`src/rtl/alu_cmd_issuer.sv`:
```
// ============================================================================
// Module   : alu_cmd_issuer (with alu_types_pkg)
// Brief    : Credit-based command issuer for a fixed-latency, non-stalling ALU.
//            Accepts tagged commands, drives the ALU, captures results in issue
//            order and presents them with their tag/op under backpressure.
// Revision : 1.0 - initial release
// ============================================================================
`default_nettype none

package alu_types_pkg;
    typedef enum logic [1:0] {
        OP_ADD  = 2'd0,
        OP_SUB  = 2'd1,
        OP_MUL  = 2'd2,
        OP_RSVD = 2'd3
    } operation_t;
endpackage

module alu_cmd_issuer
    import alu_types_pkg::*;
#(
    parameter int WIDTH = 6,
    parameter int TAG_W = 4,
    parameter int DEPTH = 8
) (
    input  logic             clk,
    input  logic             rst,
    // command side
    input  logic             cmd_valid,
    output logic             cmd_ready,
    input  operation_t       cmd_op,
    input  logic [WIDTH-1:0] cmd_a,
    input  logic [WIDTH-1:0] cmd_b,
    input  logic [TAG_W-1:0] cmd_tag,
    // ALU side
    output operation_t       alu_op,
    output logic [WIDTH-1:0] alu_a,
    output logic [WIDTH-1:0] alu_b,
    output logic             alu_in_valid,
    input  logic [WIDTH:0]   alu_out,
    input  logic             alu_out_valid,
    // response side
    output logic             rsp_valid,
    input  logic             rsp_ready,
    output logic [WIDTH:0]   rsp_data,
    output operation_t       rsp_op,
    output logic [TAG_W-1:0] rsp_tag,
    output logic             err_unexpected
);

    // Pointers carry one extra wrap bit so that "all slots allocated" and
    // "nothing outstanding" stay distinguishable.
    localparam int c_ptr_w = $clog2(DEPTH);

    logic [c_ptr_w:0]   r_alloc_ptr;
    logic [c_ptr_w:0]   r_fill_ptr;
    logic [c_ptr_w:0]   r_rd_ptr;
    logic [c_ptr_w:0]   w_count;
    logic [c_ptr_w-1:0] w_alloc_idx;
    logic [c_ptr_w-1:0] w_fill_idx;
    logic [c_ptr_w-1:0] w_rd_idx;

    operation_t         r_op   [DEPTH];
    logic [TAG_W-1:0]   r_tag  [DEPTH];
    logic [WIDTH:0]     r_data [DEPTH];
    logic [DEPTH-1:0]   r_filled;

    logic               r_run;
    logic               r_err;
    operation_t         r_alu_op;
    logic [WIDTH-1:0]   r_alu_a;
    logic [WIDTH-1:0]   r_alu_b;
    logic               r_alu_in_valid;

    logic               w_accept;
    logic               w_retire;
    logic               w_outstanding;
    logic               w_capture;
    logic               w_unexpected;

    assign w_alloc_idx   = r_alloc_ptr[c_ptr_w-1:0];
    assign w_fill_idx    = r_fill_ptr[c_ptr_w-1:0];
    assign w_rd_idx      = r_rd_ptr[c_ptr_w-1:0];

    // Entries allocated but not yet retired.
    assign w_count       = r_alloc_ptr - r_rd_ptr;

    // DEPTH is a power of two, so the top bit of the count marks "full".
    // r_run keeps ready low while in reset and until the first edge after it.
    assign cmd_ready     = r_run && !w_count[c_ptr_w];

    assign w_accept      = cmd_valid && cmd_ready;
    assign w_retire      = rsp_valid && rsp_ready;

    // A result only belongs to us if an issued command is still unfilled.
    assign w_outstanding = (r_fill_ptr != r_alloc_ptr);
    assign w_capture     = alu_out_valid && w_outstanding;
    assign w_unexpected  = alu_out_valid && !w_outstanding;

    assign rsp_valid     = r_filled[w_rd_idx];
    assign rsp_data      = r_data[w_rd_idx];
    assign rsp_op        = r_op[w_rd_idx];
    assign rsp_tag       = r_tag[w_rd_idx];

    assign alu_op        = r_alu_op;
    assign alu_a         = r_alu_a;
    assign alu_b         = r_alu_b;
    assign alu_in_valid  = r_alu_in_valid;
    assign err_unexpected = r_err;

    // Register the ALU drive: one-cycle valid pulse per accepted command,
    // operands held otherwise.
    always_ff @(posedge clk or posedge rst) begin
        if (rst) begin
            r_alu_in_valid <= 1'b0;
            r_alu_op       <= operation_t'(2'd0);
            r_alu_a        <= '0;
            r_alu_b        <= '0;
        end else begin
            r_alu_in_valid <= w_accept;
            if (w_accept) begin
                r_alu_op <= cmd_op;
                r_alu_a  <= cmd_a;
                r_alu_b  <= cmd_b;
            end
        end
    end

    // Pointer advance, run flag and sticky unexpected-result flag.
    always_ff @(posedge clk or posedge rst) begin
        if (rst) begin
            r_alloc_ptr <= '0;
            r_fill_ptr  <= '0;
            r_rd_ptr    <= '0;
            r_run       <= 1'b0;
            r_err       <= 1'b0;
        end else begin
            r_run <= 1'b1;
            if (w_accept) begin
                r_alloc_ptr <= r_alloc_ptr + 1'b1;
            end
            if (w_capture) begin
                r_fill_ptr <= r_fill_ptr + 1'b1;
            end
            if (w_retire) begin
                r_rd_ptr <= r_rd_ptr + 1'b1;
            end
            if (w_unexpected) begin
                r_err <= 1'b1;
            end
        end
    end

    // Entry storage: allocate on accept, fill on ALU result, clear on retire.
    // The three indices never collide on the same entry in one cycle because
    // accept is blocked when full and only filled entries can retire.
    always_ff @(posedge clk or posedge rst) begin
        if (rst) begin
            for (int i = 0; i < DEPTH; i++) begin
                r_op[i]   <= operation_t'(2'd0);
                r_tag[i]  <= '0;
                r_data[i] <= '0;
            end
            r_filled <= '0;
        end else begin
            if (w_accept) begin
                r_op[w_alloc_idx]     <= cmd_op;
                r_tag[w_alloc_idx]    <= cmd_tag;
                r_filled[w_alloc_idx] <= 1'b0;
            end
            if (w_capture) begin
                r_data[w_fill_idx]   <= alu_out;
                r_filled[w_fill_idx] <= 1'b1;
            end
            if (w_retire) begin
                r_filled[w_rd_idx] <= 1'b0;
            end
        end
    end

endmodule

`default_nettype wire

```
`config.mk`:
```
export PLATFORM = sky130hd
export DESIGN_NAME = alu_cmd_issuer
export DESIGN_NICKNAME = d
export VERILOG_FILES = /design/src/rtl/alu_cmd_issuer.sv
export SDC_FILE = /design/constraint.sdc
export NUM_CORES = 1
export LEC_CHECK = 0
export CORE_AREA = 2 2 124 126
export DETAILED_ROUTE_END_ITERATION = 10
export DIE_AREA = 0 0 126 128
export PLACE_DENSITY = 0.66
export SLEW_MARGIN = 40
export SYNTH_ARGS = -nofsm -noshare
export SYNTH_HDL_FRONTEND = slang
export SYNTH_SLANG_ARGS = --single-unit
```
`constraint.sdc`:
```
create_clock -name clk -period 7.2 [get_ports clk]
set_input_delay 1.08 -clock clk [delete_from_list [all_inputs] [get_ports clk]]
set_output_delay 1.08 -clock clk [all_outputs]
set_load 0.01 [all_outputs]
```
* Word-level counts from Yosys, hierarchy flattened
Cells that the tools add are included.
Word-level totals: register bits after elaboration 141, logic and storage cells 99
Operators by class: mux-type cells 29, eq/ne operators 1, add/sub/neg operators 4, $lt $le $gt $ge 11, reductions and logical operators 12, bitwise operators 8
Operator list (number):
- bitwise mux 56 bit | 1
- bitwise mux 32 bit | 1
- 2-to-1 mux 8 bit | 3
- binary-select mux 7 bit (select 3 bit) | 1
- demux 7 bit (select 3 bit) | 1
- 2-to-1 mux 7 bit | 3
- bitwise AND 8 bit | 2
- bitwise mux 16 bit | 1
- inverter 8 bit | 2
- adder 4 x 1 -> 4 bit (second input constant) | 3
- binary-select mux 4 bit (select 3 bit) | 1
- demux 4 bit (select 3 bit) | 1
- >= comparator 4 bit (second input constant) | 3
- < comparator 3 x 4 -> 1 bit (second input constant) | 3
- 2-to-1 mux 4 bit | 3
- inverter 3 -> 4 bit | 3
- logical AND 1 bit | 10
- demux 1 bit (select 3 bit) | 3
- >= comparator 3 x 1 -> 1 bit (second input constant) | 3
- < comparator 4 x 1 -> 1 bit (second input constant) | 2
- OR 8 bit | 1
- binary-select mux 2 bit (select 3 bit) | 1
- demux 2 bit (select 3 bit) | 1
- 2-to-1 mux 2 bit | 3
- 5 further kinds | 9

* Logic depth before layout (Yosys ltp)
word-level depth 11, gate-level depth with buffers 11

* Worst setup path after synthesis
No wires, ideal clock.
kind register to output, start point register r_rd_ptr[2], end point output cmd_ready, required time 6120 ps, arrival time 1928 ps, setup slack 4192 ps, buffers on the path 2, stages on the path, launching flop included 9, path through dfrtp_1 buf_1 inv_1 clkbuf_1 ha_1 a21oi_1 o21ai_4 xnor2_1 and2_1
Between the ends: word-level cells in the longest chain between the ends 3
RTL lines:
- start: declaration | RTL line 57 | logic [c_ptr_w:0] r_rd_ptr;
- start signal: assignment | RTL line 146 | r_rd_ptr <= r_rd_ptr + 1'b1;
- subtractor 4 bit | RTL line 86 | assign w_count = r_alloc_ptr - r_rd_ptr;
- logical NOT 1 bit | RTL line 90 | assign cmd_ready = r_run && !w_count[c_ptr_w];
- logical AND 1 bit | RTL line 90
- end: declaration | RTL line 30 | output logic cmd_ready,
No other way between the ends.

* Final worst setup path
Same ends and word-level chain as after synthesis.

==> results by group <==
Clocking
  • Post-CTS sizing: 0
  • Cts bufs inserted: 17
  • Clock transition at path regs: 0.06 ns
  • Max clock buf depth: 2
  • Hold Buf Count CTS: 0
  • CTS H-tree lvls: 4
  • Clk Latency, worst-skew pair: 0.41 ns
  • Root buffer cell: clkbuf_16
  • Post-CTS Setup Inserts: 0
  • Clock sink total: 141
  • TritonCTS clock tree: built

Timing
  • Max-slew violation count: 0
  • Actual slew at the worst max-slew pin: 0.8315 ns
  • Final hold viol count: 0
  • Rel. slew slack: 0.4433
  • Fin Hold WS: 0.4597 ns
  • Final setup margin: 2.999 ns
  • Final setup fails: 0
  • Final setup TNS: 0 ns
  • Layout Skew: 0.005107 ns
  • Fin crit share: 0.5835
  • Minimum clock period: 4.201 ns
  • RSZ-0062 raised after global routing: no
  • Maximum clock rate: 238.0 MHz

Yosys
  • Number of synthesized flops with an enable pin: 0
  • Asr flop ratio synth: 1.000
  • Synthesized flop and latch total: 141
  • Cells after Synth: 448
  • Net Count, Synth: 483
  • Yosys top cell by area: dfrtp_1
  • Warning count from the yosys run: 0
  • Top cells by area, synth: dfrtp_1 (54%), mux2_2 (19%), mux4_2 (9.6%)
  • Mapped Area: 6540 µm²
  • Unique masters post-synth: 38
  • Mapped Avg Cell Area: 14.60 µm²
  • Top_reg_cell synth: dfrtp_1
  • Post-synth top area share: 0.5395
  • Sequential area share after synthesis: 0.5395

Worst setup path
  • Slowest cell delay on critical path: 0.68 ns
  • CP cell instances: inv_1 -> ha_1 -> a21oi_1 -> o21ai_4 -> xnor2_1 -> and2_1 -> clkdlybuf4s50_1
  • Reg2reg setup slack: 3.79 ns
  • Cells on worst reg2reg path: 7
  • CP delay by family, top: buffers and inverters
  • Worst setup path class: reg2out
  • Cell depth of the worst setup path: 7
  • WP buf/inv: 2
  • RR Startpoint: r_rd_ptr[2]
  • Slowest-stage cell, CP: dfrtp_2
  • Reg2reg end: r_tag[2]
  • CP startpoint kind: flop
  • Crit Path Max Fanout: 21
  • Crit end category: output pin
  • CP required: 6.12 ns
  • WP data arrival: 3.12 ns

Floorplan
  • Die H: 128 µm
  • Core area: 14860 µm²
  • Overall die area: 16130 µm²
  • Core Rows: 45
  • I/O pin cnt: 61
  • Die width: 126 µm
  • Starting Density: 0.4400

Global routing
  • Initial antenna violation count: 0
  • First-pass GRT wire length: 21480 µm
  • Largest net degree at the start of global routing: 92
  • GRT Overall Usage: 0.1739
  • Vias in the first global route: 4033
  • GRT overflow: 0

Placed design
  • Routability cong.: 0.8096
  • Dpl ws: 3.020 ns
  • Detailed Place HPWL: 8394 µm
  • Buffers added on ports: 60

Power
  • P_int: 2713 µW
  • Sw frac: 0.3197
  • Power consumption: 3988 µW
  • Sequential share of power: 0.386
  • Sw power: 1275 µW
  • Comb power frac: 0.398
  • Leakage: 0.003430 µW
  • Clock power share: 0.217
  • PD cells: 503.9 nW/µm²
  • IR Drop Worst-Case VDD: 0.2474 mV

Cells and area
  • Diode count: 0
  • Commonest cells after routing, fill and taps aside: dfrtp_1 (138), mux2_2 (109), clkdlybuf4s50_1 (60)
  • Final Net Count: 545
  • Fillers: 1225
  • Layout cells sized above 1: 0.3851
  • Layout area overhead: 21.01%
  • Most common cell after layout, fill and taps aside: dfrtp_1

Hold path
  • Worst Hold Depth: 1
  • HP Start: err_unexpected
  • Hold Crit Class: reg2reg
  • Hold Path Sink: err_unexpected

Run
  • Max-cap violations: 0

Detailed routing
  • Routed wire per std cell: 18.59 µm
  • Initial drt markers: 265
  • Drt pass-1 iters: 4
  • Via Count: 3857
  • Post-Route WL: 13200 µm
  • # DRC: 0
  • Final ANT Viol Nets: 0
  • Avg Vias per Cell: 5.432

Run status
  • Status: completed
-- per-stage QoR --
| step | instances | area [µm²] | util |
|---|---|---|---|
| floorplan | 448 | 6540 | - |
| global placement | 678 | 7287 | 0.4902 |
| detailed placement | 679 | 7317 | 0.4923 |
| CTS | 710 | 7904 | 0.5317 |
| global route | 710 | 7914 | 0.5324 |
| finish | 710 | 7914 | 0.5324 |
-- cell usage after synthesis (3+ instances only) --
library cell,number
inv_1,8
xnor2_1,8
clkbuf_1,6
nand3_1,5
mux2_2,109
nor3_2,4
o41ai_1,3
a22oi_1,3
ha_1,5
nand2_2,4
buf_4,3
buf_1,3
buf_2,5
a21oi_1,3
dfrtp_1,141
nand2_1,50
nor2_1,11
xor2_1,7
mux2_4,12
mux4_2,28
o21ai_0,6
-- worst max-delay path by stage --
| stage | to | slack, ns | startpoint |
|---|---|---|---|
| 6_report | cmd_ready | 3.00 | r_rd_ptr[2] |
| 3_5_place_dp | cmd_ready | 3.02 | r_rd_ptr[2] |
| 5_1_grt | cmd_ready | 2.82 | r_rd_ptr[2] |
| 3_3_place_gp | cmd_ready | 3.03 | r_rd_ptr[2] |
| 4_1_cts | cmd_ready | 2.54 | r_rd_ptr[2] |
| 2_1_floorplan | alu_a[0] | 2.34 | rst |
-- final cells by class --
class                           instances  area (µm²)  share of cell area
Timing Repair Buffer                   62       629.4             0.07953
Inverter                                9       38.79            0.004901
Clock buffer                           24       501.7             0.06340
Multi-Input combinational cell        279        2887              0.3647
Sequential cell                       141        3537              0.4470
Tap cell                              188       235.2             0.02972
Clock inverter                          7       85.08             0.01075
-- routing by layer --
layer | GRT usage | share of wire
met1 | 0.2215 | 0.45
met2 | 0.2849 | 0.50
met3 | 0.05259 | 0.038
met4 | 0.06012 | 0.012
met5 | 0 | 0
-- state kept, by name, summed over array words and instances (netlist names) --
name            cells
alu_a               6
alu_op              2
r_rd_ptr            4
r_filled            8
alu_b               6
err_unexpected      1
alu_in_valid        1
r_fill_ptr          4
r_data             56
r_op               16
r_run               1
r_tag              32
r_alloc_ptr         4
-- cells by family (layout without fill, tap and decap cells) --
logic type      after synthesis  after routing  share of synthesized area
fa+ha+maj                     5              5                   0.009566
mux                         150            150                     0.3151
other cells                   1              1                  0.0005734
simple gates                 89             89                    0.07346
buf+inv                      28            102                    0.02104
flops                       141            141                     0.5395
xor+xnor                     15             15                    0.02009
compound gates               19             19                    0.02066
-- power groups by stage --
stage | Combinational (µW) | Sequential (µW) | Clock [µW]
after floorplan | 1240 | 1350 | 0
after global placement | 1540 | 1520 | 0
after CTS | 1600 | 1540 | 883
after detailed placement | 1590 | 1550 | 0
after global routing | 1720 | 1590 | 922
final | 1590 | 1540 | 864
-- worst register-to-register path: cells and delay by family, from the launching register on --
kind | cells | cell delay [ns]
AOI/OAI and AO/OA | 2 | 0.34
adders and majority gates | 1 | 0.43
buffers and inverters | 1 | 0.45
DFF | 1 | 0.68
muxes | 2 | 0.70
and+or+nand+nor | 1 | 0.70
Power figures use the tool's default switching activity.
